--- src/rtl/key_debounce.sv ---
// key_debounce: per-channel pushbutton conditioner.
// Each raw key is synchronised into the CLOCK_50 domain and filtered by a stability counter.
// A change is accepted only after DEBOUNCE_CYCLES consecutive samples that disagree with
// the debounced level. Each acceptance fires a registered one-cycle press or release pulse.
module key_debounce #(
    parameter int N_KEYS          = 2,
    parameter int DEBOUNCE_CYCLES = 1000000,
    parameter int ACTIVE_LOW      = 1
) (
    input  logic              CLOCK_50,
    input  logic              reset,
    input  logic [N_KEYS-1:0] key_in,
    output logic [N_KEYS-1:0] key_level,
    output logic [N_KEYS-1:0] key_press,
    output logic [N_KEYS-1:0] key_release
);

    localparam int          CW       = $clog2(DEBOUNCE_CYCLES + 1);
    localparam logic [CW-1:0] CNT_LAST = CW'(DEBOUNCE_CYCLES - 1);
    localparam logic        ACT_LOW_BIT = (ACTIVE_LOW != 0) ? 1'b1 : 1'b0;
    // Raw level of an idle (released) key; the synchroniser resets to this
    // so reset never looks like a press.
    localparam logic [N_KEYS-1:0] RELEASED = {N_KEYS{ACT_LOW_BIT}};

    logic [N_KEYS-1:0] sync1_q, sync1_d;
    logic [N_KEYS-1:0] sync2_q, sync2_d;
    logic [N_KEYS-1:0] level_q, level_d;
    logic [N_KEYS-1:0] press_q, press_d;
    logic [N_KEYS-1:0] release_q, release_d;
    logic [CW-1:0]     cnt_q [N_KEYS];
    logic [CW-1:0]     cnt_d [N_KEYS];
    logic [N_KEYS-1:0] pressed_s;

    // Synchroniser next state and polarity normalisation (1 = pressed).
    always_comb begin
        sync1_d   = key_in;
        sync2_d   = sync1_q;
        pressed_s = sync2_q ^ {N_KEYS{ACT_LOW_BIT}};
    end

    // Stability counter and acceptance decision, independent per channel.
    always_comb begin
        level_d   = level_q;
        press_d   = {N_KEYS{1'b0}};
        release_d = {N_KEYS{1'b0}};
        for (int k = 0; k < N_KEYS; k++) begin
            cnt_d[k] = {CW{1'b0}};
            if (pressed_s[k] == level_q[k]) begin
                // Agreement wipes any partial credit.
                cnt_d[k] = {CW{1'b0}};
            end else if (cnt_q[k] == CNT_LAST) begin
                // Final disagreeing sample: accept the new level and pulse.
                cnt_d[k]     = {CW{1'b0}};
                level_d[k]   = pressed_s[k];
                press_d[k]   = pressed_s[k];
                release_d[k] = ~pressed_s[k];
            end else begin
                cnt_d[k] = cnt_q[k] + CW'(1);
            end
        end
    end

    // State registers with synchronous active-high reset.
    always_ff @(posedge CLOCK_50) begin
        if (reset) begin
            sync1_q   <= RELEASED;
            sync2_q   <= RELEASED;
            level_q   <= {N_KEYS{1'b0}};
            press_q   <= {N_KEYS{1'b0}};
            release_q <= {N_KEYS{1'b0}};
            for (int k = 0; k < N_KEYS; k++) begin
                cnt_q[k] <= {CW{1'b0}};
            end
        end else begin
            sync1_q   <= sync1_d;
            sync2_q   <= sync2_d;
            level_q   <= level_d;
            press_q   <= press_d;
            release_q <= release_d;
            for (int k = 0; k < N_KEYS; k++) begin
                cnt_q[k] <= cnt_d[k];
            end
        end
    end

    assign key_level   = level_q;
    assign key_press   = press_q;
    assign key_release = release_q;

endmodule

--- config.mk ---
export PLATFORM = sky130hd
export DESIGN_NAME = key_debounce
export DESIGN_NICKNAME = d
export VERILOG_FILES = /design/src/rtl/key_debounce.sv
export SDC_FILE = /design/constraint.sdc
export NUM_CORES = 1
export LEC_CHECK = 0
export BUFFER_PORTS_ARGS = -buffer_cell sky130_fd_sc_hd__buf_2
export CELL_PAD_IN_SITES_DETAIL_PLACEMENT = 2
export CELL_PAD_IN_SITES_GLOBAL_PLACEMENT = 2
export CORE_UTILIZATION = 37
export DETAILED_ROUTE_END_ITERATION = 10
export GPL_TIMING_DRIVEN = 0
export HOLD_SLACK_MARGIN = 0.03
export MAX_ROUTING_LAYER = met4
export PLACE_DENSITY_LB_ADDON = 0.1
export SETUP_SLACK_MARGIN = 0.4
export SLEW_MARGIN = 30
export SYNTH_ARGS = -nofsm -noshare
export SYNTH_HDL_FRONTEND = slang
export SYNTH_SLANG_ARGS = --single-unit
--- constraint.sdc ---
create_clock -name CLOCK_50 -period 4.1 [get_ports CLOCK_50]
set_clock_uncertainty 0.15 [all_clocks]
set_input_delay 0.205 -clock CLOCK_50 [delete_from_list [all_inputs] [get_ports CLOCK_50]]
set_output_delay 0.205 -clock CLOCK_50 [all_outputs]
set_load 0.02 [all_outputs]
==> impl_metrics.toml, run 1 <==
[timing]
setup_viol = 0
finalHoldViolCount = 0
period_minus_slack_ps = 2544
drv_slew = 0
slew_headroom_pct = 58.96
hold_ws_ps = 111.2
tns_ps = 0
layout_worst_path_cycle_share_pct = 62.05
rsz0062_at_grt = "no"
tightest_slew_ps = 609.9
fmax_mhz = 393.1

[place]
io_buffers = 9
routabilityCongestion = 0.7438
dp_hpwl_um = 3857

[floorplanning]
io_pins = 10
floorplan.rows = 27
initial_core_util_pct = 38.84
die_h_um = 78.27
core_area_um2 = 5540
die_w_um = 78.27
dieArea_um2 = 6125

[route]
drc = 0
wire_per_inst_um = 15.50
antenna_left = 0
finalWirelength_um = 5162
drt_iter0_drc = 77
drt_pass1_iterations = 3
via_count = 1789
avgViaCountPerCell = 5.372

[grt]
gr-total-overflow = 0
track_usage_pct = 19.39
grt_max_degree = 15
antenna_found_initial = 0
grt_pass1_vias = 1892
grt_pass1_wl_um = 9087

[synthesis]
yosysTopAreaCellShare_pct = 46.51
yosys_register_bits = 50
synth_edf_count = 0
synthArstFlopShare_pct = 0
yosys_most_used_dff = "dfxtp_1"
yosys_warnings = 0
netlist_instances = 243
synth_most_common_cell = "dfxtp_1"
ys_seq_area_share_pct = 46.51
ys_top_cells_by_area = "dfxtp_1 (47%), xnor2_1 (7.7%), nor2_1 (5.8%)"
syn-mean-instance-area_um2 = 8.856
synth.net_count = 249
synth.distinct_cells = 32
netlist_area_um2 = 2152
synth_top_cell_by_area = "dfxtp_1"
synth.top_cells.by_count = "dfxtp_1 (50), nor2_1 (33), xnor2_1 (19)"

[power]
powerDensity_nw_per_um2 = 326.7
vdd_drop_max_mv = 0.1596
power_leakage_nw = 0.7053

[cells_and_area]
area_growth_syn_to_layout_pct = 10.87
antenna_cells = 0
fin_nets = 267
fill_cells = 628
drive_gt1_share_pct = 11.88

[clocking]
cts-root-buf = "clkbuf_8"
clock_latency_ps = 300
cts_tree = "yes"
htree_levels = 2
cts_resized = 0
clock_path_buffers = 2
clk_transition_reported_paths_ps = 90
cts_made_buffers = 5
cts.sinks = 50

[min_path]
hold_path.class = "in2reg"

[run_status]
outcome = "completed"

[critical_path]
critPathBufInv = 3
critPathLaunchType = "register"
path_common_cell = "buf_2"
crit_arrival_ps = 2590
cp-end-kind = "register"
worst_path_max_delay_cell = "or4_1"
worst_path_largest_cell_delay_ps = 580
path_cells = "clkbuf_1, or4_1, nor4_1, a21o_1, buf_2, buf_2, nor2_1"
crit_required_ps = 4150
crit_fanout = 10
critical-path-top-delay-family = "simple AND/OR/NAND/NOR gates"
crit_type = "reg2reg"

[job]
cap_violations = 0
-- kinds of logic (layout without fill, tap and decap cells) --
kind of cell               Yosys count  in the layout  synth area share (%)
buffers and inverters               18             36                 3.605
xor gates and xnor gates            27             27                 10.99
and+or+nand+nor                    121            121                 30.12
adders and majority gates            2              2                 1.163
AOI/OAI and AO/OA                   25             25                 7.616
DFF                                 50             50                 46.51
-- placed cells by master (no fill, tap or decap), drive strengths merged, types with 3 or more instances in the layout --
cell    count
nor2       33
inv        10
o31ai       6
xor2        8
xnor2      19
or4        10
dfxtp      50
nand3      15
nor3        7
or2         8
a21oi      12
buf        12
nand4      10
o21ai       3
or3         6
and3        4
clkbuf     10
nor4       10
nand2      11
-- report_power, final --
part | total, W | internal [W] | switching (W)
Sequential | 0.000489 | 0.000488 | 0.00000143
Clock | 0.000277 | 0.000115 | 0.000162
Combinational | 0.0000140 | 0.00000633 | 0.00000765
-- metrics by stage --
| stage | cells | util [%] | power (W) | setup WS [ps] | cell area, um2 |
|---|---|---|---|---|---|
| 3_3_place_gp | 324 | 41.28 | 0.0005128 | 1646 | 2287 |
| 3_5_place_dp | 324 | 41.28 | 0.0005132 | 1563 | 2287 |
| 6_report | 333 | 43.07 | 0.0007795 | 1556 | 2386 |
| 2_1_floorplan | 243 | - | 0.0005083 | 2011 | 2152 |
| 5_1_grt | 333 | 43.07 | 0.0008146 | 1339 | 2386 |
| 4_1_cts | 333 | 43.07 | 0.0007951 | 1474 | 2386 |
-- cell type report --
| cell class | count | area, um2 | share of cell area (%) |
|---|---|---|---|
| multi-input combinational | 175 | 1074 | 44.99 |
| clock inverter | 2 | 10.01 | 0.4195 |
| clock buffer | 5 | 68.82 | 2.884 |
| tap | 72 | 90.09 | 3.776 |
| buffer | 8 | 40.04 | 1.678 |
| inverter | 10 | 37.54 | 1.573 |
| timing repair buffer | 11 | 65.06 | 2.727 |
| sequential | 50 | 1001 | 41.95 |
-- state kept, by name, summed over array words and instances (netlist names) --
signal,flops
cnt_q,40
key_level,2
key_press,2
key_release,2
sync1_q,2
sync2_q,2
-- what timing repair did --
action / 4_1_cts / 5_1_grt
endpoints found under the setup margin: 0 / 0
setup buffers: 0 / 0
endpoints found under the hold margin: 2 / 0
hold buffers: 2 / 0
-- worst reg2reg max path: cells and delay by family (launching register included) --
kind	cells	cell delay [ps]
simple gates	3	1130
compound gates	1	180
buf+inv	3	670
flops	1	310
-- metal layers --
metal	share of wire [%]	vias to the layer above	GRT usage (%)
li1	-	891	-
met1	51	870	25.56
met2	45	21	29.91
met3	2.6	7	5.233
met4	0.89	0	3.889
met5	0	-	-
-- final timing paths --
check	start	end	slack (ps)	depth (start not counted)
worst min register to register	sync1_q[0]	sync2_q[0]	270	1
worst max-delay path	cnt_q[0][7]	cnt_q[0][12]	1560	7
worst max register to register	cnt_q[0][7]	cnt_q[0][12]	1560	7
worst min-delay path	reset	cnt_q[0][4]	110	3
(Power assumes the default switching activity.)
==> run 2, diff against run 1 <==
clock period = 2.5 ns   (was 4.1 ns; I/O delays follow)
==> impl_metrics.toml, run 2 (synthesis gave the netlist of run 1 again) <==
[place]
pre_cts_ws_ps = -36.64
io_buffers = 9
routabilityCongestion = 0.7438
post-place-cells = 324
dp_hpwl_um = 3857

[clocking]
cts.sinks = 50
clock_path_buffers = 2
htree_levels = 2
cts_made_buffers = 5
clk_transition_reported_paths_ps = 90
clock_latency_ps = 300
cts_tree = "yes"
cts-root-buf = "clkbuf_8"

[route]
drt_pass1_iterations = 4
avgViaCountPerCell = 5.316
via_count = 1834
drc = 0
drt_iter0_drc = 42
finalWirelength_um = 5814
antenna_left = 0
wire_per_inst_um = 16.85

[cells_and_area]
layoutNonFillerInstCount = 345
largest_reg_flops = 40
area_growth_syn_to_layout_pct = 19.83
fin_nets = 279
top_register = "cnt_q"
mostFrequentLayoutCell = "dfxtp_1"
antenna_cells = 0
utilization_pct = 46.54
drive_gt1_share_pct = 22.34
final_cell_mix = "dfxtp_1 (43), nor2_1 (32), xnor2_1 (19)"
fill_cells = 599

[critical_path]
rr_worst_depth = 5
critPathLaunchType = "register"
reg2reg_to = "cnt_q[0][29]"
worst_path_largest_cell_delay_ps = 590
worst_path_max_delay_cell = "or4_4"
crit_fanout = 10
crit_required_ps = 2550
cp-end-kind = "register"
crit_arrival_ps = 2200
r2r_slack_ps = 350
crit_type = "reg2reg"
path_cells = "or4b_4, or4_4, o21ai_4, buf_6, nor2_1"
r2r-start = "cnt_q[0][31]"

[run_status]
outcome = "completed"

[timing]
period_minus_slack_ps = 2147
tightest_slew_ps = 423.1
fmax_mhz = 465.7
hold_ws_ps = 271.0
fin_ws_ps = 352.9
finalHoldViolCount = 0
drv_slew = 0
rsz0062_at_grt = "yes"
setup_viol = 0
layout_worst_path_cycle_share_pct = 85.88
slew_headroom_pct = 71.79

[min_path]
hold_path.class = "reg2reg"
min_from = "sync1_q[1]"
hold_depth = 1
min_to = "sync2_q[1]"

[floorplanning]
dieArea_um2 = 6125
floorplan.rows = 27
die_w_um = 78.27
io_pins = 10
die_h_um = 78.27
initial_core_util_pct = 38.84
core_area_um2 = 5540

[grt]
track_usage_pct = 21.17
grt_pass1_wl_um = 9853
gr-total-overflow = 0
antenna_found_initial = 0
use_met1_pct = 27.22
top_usage_layer = "met2"
met3_usage_pct = 5.233
use_met2_pct = 34.21
grt_max_degree = 15
grt_pass1_vias = 2021

[power]
powerDensity_nw_per_um2 = 499.5
power_leakage_nw = 0.7891
p_total_w = 0.001288
vdd_drop_max_mv = 0.2854

[job]
cap_violations = 0
-- run 2: cell types whose count changed in the layout (fill, tap and decap cells not counted), moves of 3 or more --
cell / delta
clkbuf_1: -3
buf_4: +10
dfxtp_1: -7
dfxtp_2: +6
-- run 2: area by class of cell --
cell class / count / area (um2) / area share (%)
clock inverter: 2 / 10.01 / 0.3882
clock buffer: 5 / 68.82 / 2.669
timing repair buffer: 23 / 161.4 / 6.259
sequential: 50 / 1012 / 39.25
inverter: 10 / 37.54 / 1.456
tap: 72 / 90.09 / 3.493
buffer: 8 / 60.06 / 2.329
multi-input combinational: 175 / 1139 / 44.15
-- run 2: layer usage --
| layer | vias to the layer above | wire, um |
|---|---|---|
| li1 | 910 | - |
| met1 | 899 | 2850 |
| met2 | 20 | 2792 |
| met3 | 5 | 131 |
| met4 | 0 | 38 |
| met5 | - | 0 |
-- run 2: how the worst max path moves through the flow --
stage                             from      endpoint  slack (ps)  depth (start not counted)
after floorplan           cnt_q[0][32]  cnt_q[0][34]         410                          5
after global placement     cnt_q[0][0]  cnt_q[0][12]          50                          7
after detailed placement   cnt_q[0][7]  cnt_q[0][12]         -40                          7
after CTS                 cnt_q[0][32]  cnt_q[0][29]         330                          5
after global routing      cnt_q[0][31]  key_level[1]         280                          5
final                     cnt_q[0][31]  cnt_q[0][29]         350                          5
-- run 2: critical path: cells and delay by family, from the launching register on --
kind	cells	cell delay, ps
compound gates	1	210
buf+inv	1	170
flops	1	330
simple gates	3	1180
-- run 2: what timing repair did --
item	in CTS	in global routing
hold buffers	3	0
gates resized for setup	17	15
buffers inserted	8	3
pin swaps	7	3
endpoints found under the setup margin	39	35
hold endpoints to repair	4	0
-- run 2: power by group --
part / internal (W) / total [W] / switching [W]
clock network: 0.000189 / 0.000459 / 0.000270
registers: 0.000799 / 0.000801 / 0.00000270
logic: 0.0000142 / 0.0000282 / 0.0000140
total: 0.00100 / 0.00129 / 0.000287
-- run 2: stage by stage --
stage / instance area, um2 / setup TNS [ps]
2_1_floorplan: 2152 / 0
3_3_place_gp: 2287 / 0
3_5_place_dp: 2287 / -96.30
4_1_cts: 2521 / 0
5_1_grt: 2579 / 0
6_report: 2579 / 0
==> run 3, diff against run 2 <==
RECOVER_POWER = 100   (was not set)
==> impl_metrics.toml, run 3 (synthesis gave the netlist of run 1 again) <==
[clocking]
cts.sinks = 50
clock_path_buffers = 2
htree_levels = 2
clock_latency_ps = 300
clk_transition_reported_paths_ps = 90
cts-root-buf = "clkbuf_8"
cts_tree = "yes"
cts_made_buffers = 5

[critical_path]
cp-end-kind = "register"
rr_worst_depth = 5
worst_path_largest_cell_delay_ps = 640
crit_fanout = 10
path_cells = "or4b_1, or4_1, o21ai_4, buf_6, nor2_1"
crit_required_ps = 2550
critical-path-top-delay-family = "simple AND/OR/NAND/NOR gates"
reg2reg_to = "cnt_q[0][29]"
r2r-start = "cnt_q[0][32]"
crit_arrival_ps = 2280
critPathBufInv = 1
r2r_slack_ps = 270
crit_type = "reg2reg"
worst_path_max_delay_cell = "or4_1"
critPathLaunchType = "register"

[cells_and_area]
area_growth_syn_to_layout_pct = 17.96
fin_nets = 279
final_cell_mix = "dfxtp_1 (44), nor2_1 (32), xnor2_1 (19)"
fill_cells = 605
largest_reg_flops = 40
antenna_cells = 0
drive_gt1_share_pct = 17.58
top_register = "cnt_q"
mostFrequentLayoutCell = "dfxtp_1"

[grt]
grt_pass1_wl_um = 9853
top_usage_layer = "met2"
grt_max_degree = 15
track_usage_pct = 21.17
antenna_found_initial = 0
met3_usage_pct = 5.233
use_met2_pct = 34.21
gr-total-overflow = 0
grt_pass1_vias = 2021
use_met1_pct = 27.22

[power]
power_leakage_nw = 0.7478
powerDensity_nw_per_um2 = 506.9
sw_frac_of_total_pct = 22.19
vdd_drop_max_mv = 0.2851
power.switching_w = 0.0002856
pwr-share-clk_pct = 35.6
p_int_w = 0.001001
p_comb_share_pct = 2.2
seqPwrFrac_pct = 62.3

[timing]
finalHoldViolCount = 0
fmax_mhz = 449.2
tns_ps = 0
period_minus_slack_ps = 2226
slew_headroom_pct = 67.65
hold_ws_ps = 270.8
rsz0062_at_grt = "yes"
drv_slew = 0
layout_worst_path_cycle_share_pct = 89.05
setup_viol = 0
tightest_slew_ps = 480.8

[route]
via_count = 1836
finalWirelength_um = 5799
drt_iter0_drc = 60
drc = 0
wire_per_inst_um = 16.81
antenna_left = 0
avgViaCountPerCell = 5.322
drt_pass1_iterations = 4

[floorplanning]
floorplan.rows = 27
core_area_um2 = 5540
io_pins = 10
initial_core_util_pct = 38.84
die_w_um = 78.27
dieArea_um2 = 6125
die_h_um = 78.27

[job]
cap_violations = 0

[min_path]
hold_path.class = "reg2reg"
min_from = "sync1_q[1]"
min_to = "sync2_q[1]"
hold_depth = 1

[place]
io_buffers = 9
dp_hpwl_um = 3857
routabilityCongestion = 0.7438

[run_status]
outcome = "completed"
## run 3: cell types whose count changed in the layout (fill, tap and decap cells not counted), moves of 2 or more
cell,before,now
buf_2,10,3
clkbuf_1,2,9
or4_1,8,10
or4_4,2,0
## run 3: worst max-delay path by stage
stage / startpoint / endpoint / slack [ps] / cells past startpoint
after floorplan: cnt_q[0][32] / cnt_q[0][34] / 410 / 5
after global placement: cnt_q[0][0] / cnt_q[0][12] / 50 / 7
after detailed placement: cnt_q[0][7] / cnt_q[0][12] / -40 / 7
after CTS: cnt_q[0][32] / cnt_q[0][29] / 330 / 5
after global routing: cnt_q[0][31] / key_level[1] / 160 / 5
final: cnt_q[0][32] / cnt_q[0][29] / 270 / 5
## run 3: final cells by class
class | count | area, um2 | area share [%]
flip-flops and latches | 50 | 1011 | 39.82
multi-input cells | 175 | 1109 | 43.67
plain buffers | 8 | 60.06 | 2.366
repair buffers | 23 | 152.6 | 6.013
clock inverters | 2 | 10.01 | 0.3943
inverters | 10 | 37.54 | 1.479
well taps | 72 | 90.09 | 3.549
clock buffers | 5 | 68.82 | 2.711
## run 3: stage by stage
stage               area [um2]  std cells  utilization (%)   power, W  setup slack [ps]
finish                    2539        345            45.82   0.001287             273.8
global route              2539        345            45.82   0.001343             159.2
CTS                       2521        342            45.51   0.001307             326.1
detailed placement        2287        324            41.28  0.0008416            -36.64
global placement          2287        324            41.28  0.0008410             46.39
floorplan                 2152        243                -  0.0008336             410.9
## run 3: what timing repair did
action                                 CTS  global route
gates cloned                             0             0
endpoints found under the hold margin    4             0
setup endpoints to repair               39            35
pin swaps                                7             3
setup buffers                            8             3
resized for setup                       17            15
hold buffers                             3             0
## run 3: power groups by stage
stage          clock network (W)  logic (W)  registers (W)
3_5_place_dp                   0  0.0000208       0.000821
3_3_place_gp                   0  0.0000204       0.000821
5_1_grt                 0.000509  0.0000311       0.000802
2_1_floorplan                  0  0.0000136       0.000820
4_1_cts                 0.000478  0.0000275       0.000801
6_report                0.000458  0.0000278       0.000801
## run 3: per-layer routing
layer  routed length, um  vias up
met5                   0        -
met4                  38        0
met3                 134        5
met2                2789       22
met1                2835      899
li1                    -      910
